`src/rtl/rom_read_arbiter_pkg.sv`:
```
// ---------------------------------------------------------------------------
// rom_read_arbiter_pkg
// Shared definitions for the ROM read arbiter slice: FSM state encoding,
// requester port indices and the ROM address/data widths.
// Also holds the round-robin grant helper so that the arbitration rule
// lives in one place.
// ---------------------------------------------------------------------------
package rom_read_arbiter_pkg;

   localparam int ROM_ADDR_W = 17;
   localparam int ROM_DATA_W = 16;

   // Requester port indices, also used as the stored grant value
   localparam logic PORT_CPU = 1'b0;
   localparam logic PORT_SCN = 1'b1;

   typedef enum logic [1:0] {
      ST_IDLE    = 2'd0,
      ST_SETUP   = 2'd1,
      ST_STROBE  = 2'd2,
      ST_CAPTURE = 2'd3
   } rom_state_t;

   // Picks the winner among the active requesters. On a tie the port that
   // was not granted last wins, which gives strict alternation when both
   // requesters stay busy.
   function automatic logic pick_port(input logic cpu_req,
                                      input logic scn_req,
                                      input logic last_grant);
      if (cpu_req && scn_req) begin
         return (last_grant == PORT_CPU) ? PORT_SCN : PORT_CPU;
      end
      else if (cpu_req) begin
         return PORT_CPU;
      end
      return PORT_SCN;
   endfunction

endpackage

```
`src/rtl/rom_read_arbiter_wait_counter.sv`:
```
// ---------------------------------------------------------------------------
// rom_wait_counter
// Loadable 4-bit down-counter that times the OE_ strobe of a ROM read.
// Ports:
//   clk        - clock, rising edge
//   rst        - synchronous active-high reset, clears the count
//   load       - load load_value on the next edge (wins over dec)
//   load_value - strobe length in cycles (1..15)
//   dec        - decrement on the next edge (saturates at zero)
//   done       - count is 1, i.e. this is the last strobe cycle
// ---------------------------------------------------------------------------
module rom_wait_counter (
   input  logic       clk,
   input  logic       rst,
   input  logic       load,
   input  logic [3:0] load_value,
   input  logic       dec,
   output logic       done
);

   logic [3:0] count;

   // The count is loaded at the start of the strobe and walks down to 1;
   // the last strobe cycle is the one in which the count reads 1.
   always_ff @(posedge clk) begin
      if (rst) begin
         count <= 4'd0;
      end
      else if (load) begin
         count <= load_value;
      end
      else if (dec && (count != 4'd0)) begin
         count <= count - 4'd1;
      end
   end

   assign done = (count == 4'd1);

endmodule

```
`src/rtl/rom_read_arbiter.sv`:
```
// ---------------------------------------------------------------------------
// rom_read_arbiter
// Shares one asynchronous ROM between a CPU read port and a checksum
// scanner read port. Each read runs IDLE -> SETUP -> STROBE(WAIT_CYCLES)
// -> CAPTURE, and the winner gets a one-cycle ACK with its word held on
// its DATA output until its next ACK.
// Parameters:
//   WAIT_CYCLES - cycles OE_ is held low before DQ is sampled (1..15)
// Ports:
//   SIM_CLK, SIM_RST          - clock and synchronous active-high reset
//   CPU_REQ/CPU_ADDR          - CPU request (level) and word address
//   CPU_ACK/CPU_DATA          - CPU completion pulse and read word
//   SCN_REQ/SCN_ADDR          - scanner request and word address
//   SCN_ACK/SCN_DATA          - scanner completion pulse and read word
//   CE_, OE_, WE_, A          - ROM control (active-low) and address
//   DQ                        - ROM data bus
//   BUSY                      - a ROM access is in progress
// ---------------------------------------------------------------------------
module rom_read_arbiter
   import rom_read_arbiter_pkg::*;
#(
   parameter int WAIT_CYCLES = 2
) (
   input  logic                  SIM_CLK,
   input  logic                  SIM_RST,
   input  logic                  CPU_REQ,
   input  logic [ROM_ADDR_W-1:0] CPU_ADDR,
   output logic                  CPU_ACK,
   output logic [ROM_DATA_W-1:0] CPU_DATA,
   input  logic                  SCN_REQ,
   input  logic [ROM_ADDR_W-1:0] SCN_ADDR,
   output logic                  SCN_ACK,
   output logic [ROM_DATA_W-1:0] SCN_DATA,
   output logic                  CE_,
   output logic                  OE_,
   output logic                  WE_,
   output logic [ROM_ADDR_W-1:0] A,
   input  logic [ROM_DATA_W-1:0] DQ,
   output logic                  BUSY
);

   localparam logic [3:0] WAIT_LOAD = 4'(WAIT_CYCLES);

   rom_state_t            state;
   logic                  grant;
   logic                  last_grant;
   logic                  next_grant;
   logic [ROM_DATA_W-1:0] hold_word;
   logic                  cnt_load;
   logic                  cnt_dec;
   logic                  cnt_done;

   // The ROM is read-only from this side, so the write strobe never moves.
   assign WE_ = 1'b1;

   assign next_grant = pick_port(CPU_REQ, SCN_REQ, last_grant);

   // The strobe counter is armed while in SETUP so it holds WAIT_CYCLES in
   // the first STROBE cycle, then counts down until its last cycle.
   assign cnt_load = (state == ST_SETUP);
   assign cnt_dec  = (state == ST_STROBE) && !cnt_done;

   rom_wait_counter u_wait_counter (
      .clk        (SIM_CLK),
      .rst        (SIM_RST),
      .load       (cnt_load),
      .load_value (WAIT_LOAD),
      .dec        (cnt_dec),
      .done       (cnt_done)
   );

   // Main sequencer. All ROM-side outputs and ACK/DATA are registered here
   // so they change only on the clock edge. DQ is sampled on the edge that
   // ends the last STROBE cycle, while OE_ is still low, into hold_word;
   // the word is published to the grantee one cycle later together with
   // its ACK, so DATA and ACK always change together. A is loaded only at
   // grant time, which freezes it against address changes mid-access.
   always_ff @(posedge SIM_CLK) begin
      if (SIM_RST) begin
         state      <= ST_IDLE;
         CE_        <= 1'b1;
         OE_        <= 1'b1;
         A          <= '0;
         CPU_ACK    <= 1'b0;
         SCN_ACK    <= 1'b0;
         CPU_DATA   <= 16'hFFFF;
         SCN_DATA   <= 16'hFFFF;
         BUSY       <= 1'b0;
         grant      <= PORT_CPU;
         last_grant <= PORT_SCN;
         hold_word  <= '0;
      end
      else begin
         CPU_ACK <= 1'b0;
         SCN_ACK <= 1'b0;
         case (state)
            ST_IDLE: begin
               if (CPU_REQ || SCN_REQ) begin
                  grant      <= next_grant;
                  last_grant <= next_grant;
                  A          <= (next_grant == PORT_CPU) ? CPU_ADDR : SCN_ADDR;
                  CE_        <= 1'b0;
                  OE_        <= 1'b1;
                  BUSY       <= 1'b1;
                  state      <= ST_SETUP;
               end
            end
            ST_SETUP: begin
               OE_   <= 1'b0;
               state <= ST_STROBE;
            end
            ST_STROBE: begin
               if (cnt_done) begin
                  hold_word <= DQ;
                  CE_       <= 1'b1;
                  OE_       <= 1'b1;
                  state     <= ST_CAPTURE;
               end
            end
            ST_CAPTURE: begin
               if (grant == PORT_CPU) begin
                  CPU_DATA <= hold_word;
                  CPU_ACK  <= 1'b1;
               end
               else begin
                  SCN_DATA <= hold_word;
                  SCN_ACK  <= 1'b1;
               end
               BUSY  <= 1'b0;
               state <= ST_IDLE;
            end
            default: begin
               state <= ST_IDLE;
            end
         endcase
      end
   end

endmodule
```
`config.mk`:
```
export PLATFORM = sky130hd
export DESIGN_NAME = rom_read_arbiter
export DESIGN_NICKNAME = d
export VERILOG_FILES = /design/src/rtl/rom_read_arbiter_pkg.sv /design/src/rtl/rom_read_arbiter_wait_counter.sv /design/src/rtl/rom_read_arbiter.sv
export SDC_FILE = /design/constraint.sdc
export NUM_CORES = 1
export LEC_CHECK = 0
export CAP_MARGIN = 10
export CORE_ASPECT_RATIO = 0.9
export CORE_UTILIZATION = 45
export DETAILED_ROUTE_END_ITERATION = 12
export PLACE_DENSITY_LB_ADDON = 0.2
export SLEW_MARGIN = 10
export SYNTH_ARGS = -nofsm -noshare
export SYNTH_HDL_FRONTEND = slang
export SYNTH_SLANG_ARGS = --single-unit
```
`constraint.sdc`:
```
create_clock -name SIM_CLK -period 1.89 [get_ports SIM_CLK]
set_clock_uncertainty 0.15 [all_clocks]
set_input_delay 0.567 -clock SIM_CLK [delete_from_list [all_inputs] [get_ports SIM_CLK]]
set_output_delay 0.567 -clock SIM_CLK [all_outputs]
set_load 0.02 [all_outputs]
```
## After elaboration in Yosys (flattened, before gate mapping)

Cells that the tools add are included.

| storage, ports and cells | value |
|---|---|
| logic and storage cells | 64 |
| bits in registers | 78 |
| input port bits | 54 |

| cells by class | value |
|---|---|
| bitwise gates (word level) | 2 |
| reduce and logical (&&, ||, !) cells | 21 |
| add/sub/neg operators | 1 |
| muxes and demuxes | 20 |
| eq/ne operators | 6 |

Operators with widths:

| operator | number |
|---|---|
| two-way mux 17 bit | 1 |
| AND reduction 2 bit | 6 |
| two-way mux 1 bit | 11 |
| two-way mux 2 bit | 4 |
| case mux 2 bit (4 select lines) | 1 |
| AND reduction 3 bit | 2 |
| nonzero test 2 bit | 3 |
| == test 2 bit, second input constant | 2 |
| == test 4 x 1 -> 1 bit, second input constant | 1 |
| inequality test 2 bit, second input constant | 2 |
| case mux 1 bit (2 select lines) | 2 |
| nonzero test 4 bit | 1 |
| OR reduction 2 bit | 2 |
| subtractor 4 x 1 -> 4 bit, second input constant | 1 |
| logical AND 1 bit | 3 |
| case mux 1 bit (3 select lines) | 1 |
| nonzero test 3 bit | 1 |
| == test 2 x 1 -> 1 bit, second input constant | 1 |
| zero test 2 bit | 1 |
| NOT 1 bit | 2 |
| zero test 1 bit | 1 |
| logical OR 1 bit | 1 |

## Longest topological paths before layout

| depth | value |
|---|---|
| depth in word-level cells | 6 |
| mapped depth | 8 |
| mapped depth without buffers | 6 |

## Cells and area by module

A second synthesis with hierarchy kept.

| unflattened totals | value |
|---|---|
| cell total of the unflattened synthesis | 381 |
| area, all modules | 3383.2 µm² |

Modules (own cells, without submodules):

| module | times used | area each (µm²) | cells each | sequential area each (µm²) |
|---|---|---|---|---|
| rom_read_arbiter | 1 | 3096.7 | 348 | 1481.4 |
| rom_wait_counter | 1 | 286.5 | 33 | 80.1 |

## Worst setup path before layout

Ideal clock, no wire load.

| timing | value |
|---|---|
| path kind | register to register |
| from | reg u_wait_counter.count[1] |
| to | reg state[1] |
| setup slack | 0.197 ns |
| setup time | 0.128 ns |
| path buffers | 0 |
| cell stages (with the launch flop) | 7 |
| required time | 1.612 ns |
| arrival | 1.415 ns |
| period minus slack after synthesis | 1.693 ns |
| cell sequence | dfxtp_1 > inv_1 > ha_1 > or3b_4 > a22oi_4 > mux2i_1 > nor2_1 |

| between the ends | value |
|---|---|
| cells in the longest elaborated chain, start to end | 3 |

RTL lines:

| element | RTL line | text |
|---|---|---|
| from (decl) | rom_read_arbiter_wait_counter.sv:21 | `logic [3:0] count;` |
| from (signal assigned) | rom_read_arbiter_wait_counter.sv:30 | `count <= load_value;` |
| from (signal assigned) | rom_read_arbiter_wait_counter.sv:33 | `count <= count - 4'd1;` |
| == test 4 x 1 -> 1 bit | rom_read_arbiter_wait_counter.sv:37 | `assign done = (count == 4'd1);` |
| inequality test 2 bit (no source line) | -- |  |
| AND reduction 2 bit (no source line) | -- |  |
| to (signal assigned) | rom_read_arbiter.sv:80 | `state <= ST_IDLE;` |
| to (signal assigned) | rom_read_arbiter.sv:105 | `state <= ST_SETUP;` |
| to (signal assigned) | rom_read_arbiter.sv:110 | `state <= ST_STROBE;` |
| to (decl) | rom_read_arbiter.sv:44 | `rom_state_t state;` |

No other way between the ends.
A chain may end at the register's enable or synchronous reset.

## Worst setup path in the final report

Same ends and word-level chain as after synthesis.

==> flow_summary.json <==
{
  "core_um2": 6691,
  "area_growth_pct": 43.70,
  "synth_cells": 346,
  "grt.overflow.total": 0,
  "final_common_cell": "dfxtp_1",
  "gp_congestion": 0.7607,
  "drt_iter0_drc": 108,
  "endpoint_kind": "register",
  "numCtsBuffers": 9,
  "p_leak_nw": 1.928,
  "ant_nets": 0,
  "seq_area_frac_synth": 0.4948,
  "grt_usage": 0.2077,
  "async_flop_share": 0,
  "place_area_um2": 4378,
  "synth-seq-cells": 78,
  "viasPerCell": 5.080,
  "worstHoldPathType": "reg -> reg",
  "layout_common_cells": "78 x dfxtp_1, 68 x nand2_1, 54 x dlygate4sd2_1",
  "postSynthAreaPerCell_um2": 9.120,
  "die_w_um": 90.27,
  "clkTransAtPathRegs_ns": 0.08,
  "htree_levels": 3,
  "drt-total-wl_um": 7292,
  "avgRoutedWirePerCell_um": 13.26,
  "startpoint": "u_wait_counter.count[1]$_SDFFE_PP0P_",
  "yosys_warnings": 0,
  "synth_edf_count": 0,
  "place.port_buffers": 107,
  "layout.nets": 516,
  "grt_first_pass_wirelength_um": 12050,
  "io_pins": 109,
  "drtPass1Iterations": 4,
  "synth.distinct_cells": 32,
  "max_freq_mhz": 554.9,
  "netlist_area_um2": 3156,
  "setup_slack_ns": 0.08802,
  "syn_nets": 407,
  "synthFlopType": "dfxtp_1",
  "regToRegStartpoint": "u_wait_counter.count[1]$_SDFFE_PP0P_",
  "p_per_area_nw_per_um2": 1095,
  "cts_tree": "yes",
  "hold_viol": 0,
  "cts_setup_buffers": 0,
  "crit_path_start_kind": "register",
  "vias": 2794,
  "diodes": 0,
  "run_status": "completed",
  "core.rowCount": 28,
  "drv_cap": 0,
  "vdd_drop_max_mv": 0.6457,
  "hpwl_um": 5327,
  "final_area_um2": 4534,
  "ctsHoldBuffers": 0,
  "fin_crit_ns": 1.802,
  "ctsLongestPathBuffers": 2,
  "timing.setup.tns_ns": 0,
  "post-place-ws_ns": -0.2437,
  "post-route-drc-count": 0,
  "cts.sinks": 78,
  "crit_type": "reg -> reg",
  "crit_path_max_fanout": 4,
  "setup_violations": 0,
  "critical_path_required_ns": 1.97,
  "drive_gt1_frac": 0.09783,
  "grt_start_max_net_pins": 36,
  "cp.arrival_ns": 1.89,
  "drv_slew": 0,
  "die_h_um": 81.44,
  "min-delay-start": "SCN_DATA[3]$_SDFFE_PP1P_",
  "clk_latency_ns": 0.34,
  "antenna_found_initial": 0,
  "grt_pass1_vias": 2608,
  "period_share": 0.9534,
  "reg2reg_slack_ns": 0.09,
  "die_area_um2": 7352,
  "start_util": 0.4716,
  "clock_tree.root_cell": "clkbuf_8",
  "n_fill_cell": 580
}
## metrics by stage
step | std cells | hold slack [ns] | utilization | total power, W
6_report | 550 | 0.3065 | 0.6776 | 0.004967
3_3_place_gp | 534 | 0.2937 | 0.6543 | 0.003772
5_1_grt | 550 | 0.3322 | 0.6776 | 0.005270
4_1_cts | 550 | 0.3126 | 0.6761 | 0.004999
3_5_place_dp | 534 | 0.2989 | 0.6543 | 0.003825
2_1_floorplan | 346 | 0.2951 | - | 0.003070
## cell families (layout without fill, tap and decap cells)
group,after synthesis,count (layout),synth area share
AOI/OAI and AO/OA,60,60,0.1439
xor gates and xnor gates,3,3,0.008328
adders and majority gates,7,7,0.02775
buffers and inverters,36,150,0.05591
DFF,78,78,0.4948
muxes,18,18,0.05710
other,1,1,0.001188
and+or+nand+nor,143,143,0.2109
## power by group
| part | internal (W) | switching (W) |
|---|---|---|
| combinational | 0.000703 | 0.000878 |
| sequential | 0.00190 | 0.000162 |
| clock | 0.000741 | 0.000586 |
## repair_timing
action,CTS,global route
setup endpoints to repair,54,9
gates resized for setup,54,3
cloned,0,0
## state kept, by name, indices dropped and copies added (netlist names)
register,cells
CPU_DATA,16
A,17
SCN_DATA,16
BUSY,1
hold_word,16
grant,1
u_wait_counter.count,4
SCN_ACK,1
last_grant,1
state,2
OE_,1
CPU_ACK,1
CE_,1
## synthesized netlist by cell type (2+ instances only)
cell / number / area share
a211o_1: 16 / 0.044
nand3b_1: 16 / 0.038
nor3_1: 7 / 0.011
a211oi_1: 19 / 0.045
o311a_2: 2 / 0.0071
and3_1: 17 / 0.034
a21oi_1: 16 / 0.025
buf_2: 6 / 0.0095
buf_4: 5 / 0.012
buf_6: 2 / 0.0071
ha_1: 7 / 0.028
nor2_1: 30 / 0.036
mux2i_1: 18 / 0.057
xnor2_1: 3 / 0.0083
inv_1: 7 / 0.0083
clkbuf_1: 15 / 0.018
dfxtp_1: 78 / 0.49
nand2_1: 68 / 0.081
## per-layer routing
layer / share of wire / GRT usage / vias up
met4: 0.010 / 0.04839 / 0
li1: - / - / 1404
met3: 0.070 / 0.07685 / 8
met1: 0.45 / 0.2552 / 1296
met2: 0.47 / 0.3511 / 86
met5: 0 / 0 / -
## final timing paths
kind | depth (start not counted) | end
max reg2reg | 6 | state[1]$_SDFFE_PP0P_
max | 6 | state[1]$_SDFFE_PP0P_
min reg2reg | 1 | SCN_DATA[3]$_SDFFE_PP1P_
min | 1 | SCN_DATA[3]$_SDFFE_PP1P_
## critical path: stages (launching register included)
cell and delay (ns):
dfxtp_1 0.33, inv_1 0.10, ha_2 0.21, or3b_4 0.40
a22oi_4 0.24, mux2i_1 0.21, nor2_1 0.05
## area by class of cell
class | instances | area (um^2) | area share
Sequential cell | 78 | 1562 | 0.3444
Multi-Input combinational cell | 232 | 1434 | 0.3162
Timing Repair Buffer | 127 | 1186 | 0.2616
Clock buffer | 10 | 127.6 | 0.02815
Tap cell | 90 | 112.6 | 0.02483
Clock inverter | 6 | 86.33 | 0.01904
Inverter | 7 | 26.28 | 0.005795
Power figures use the tool's default switching activity.
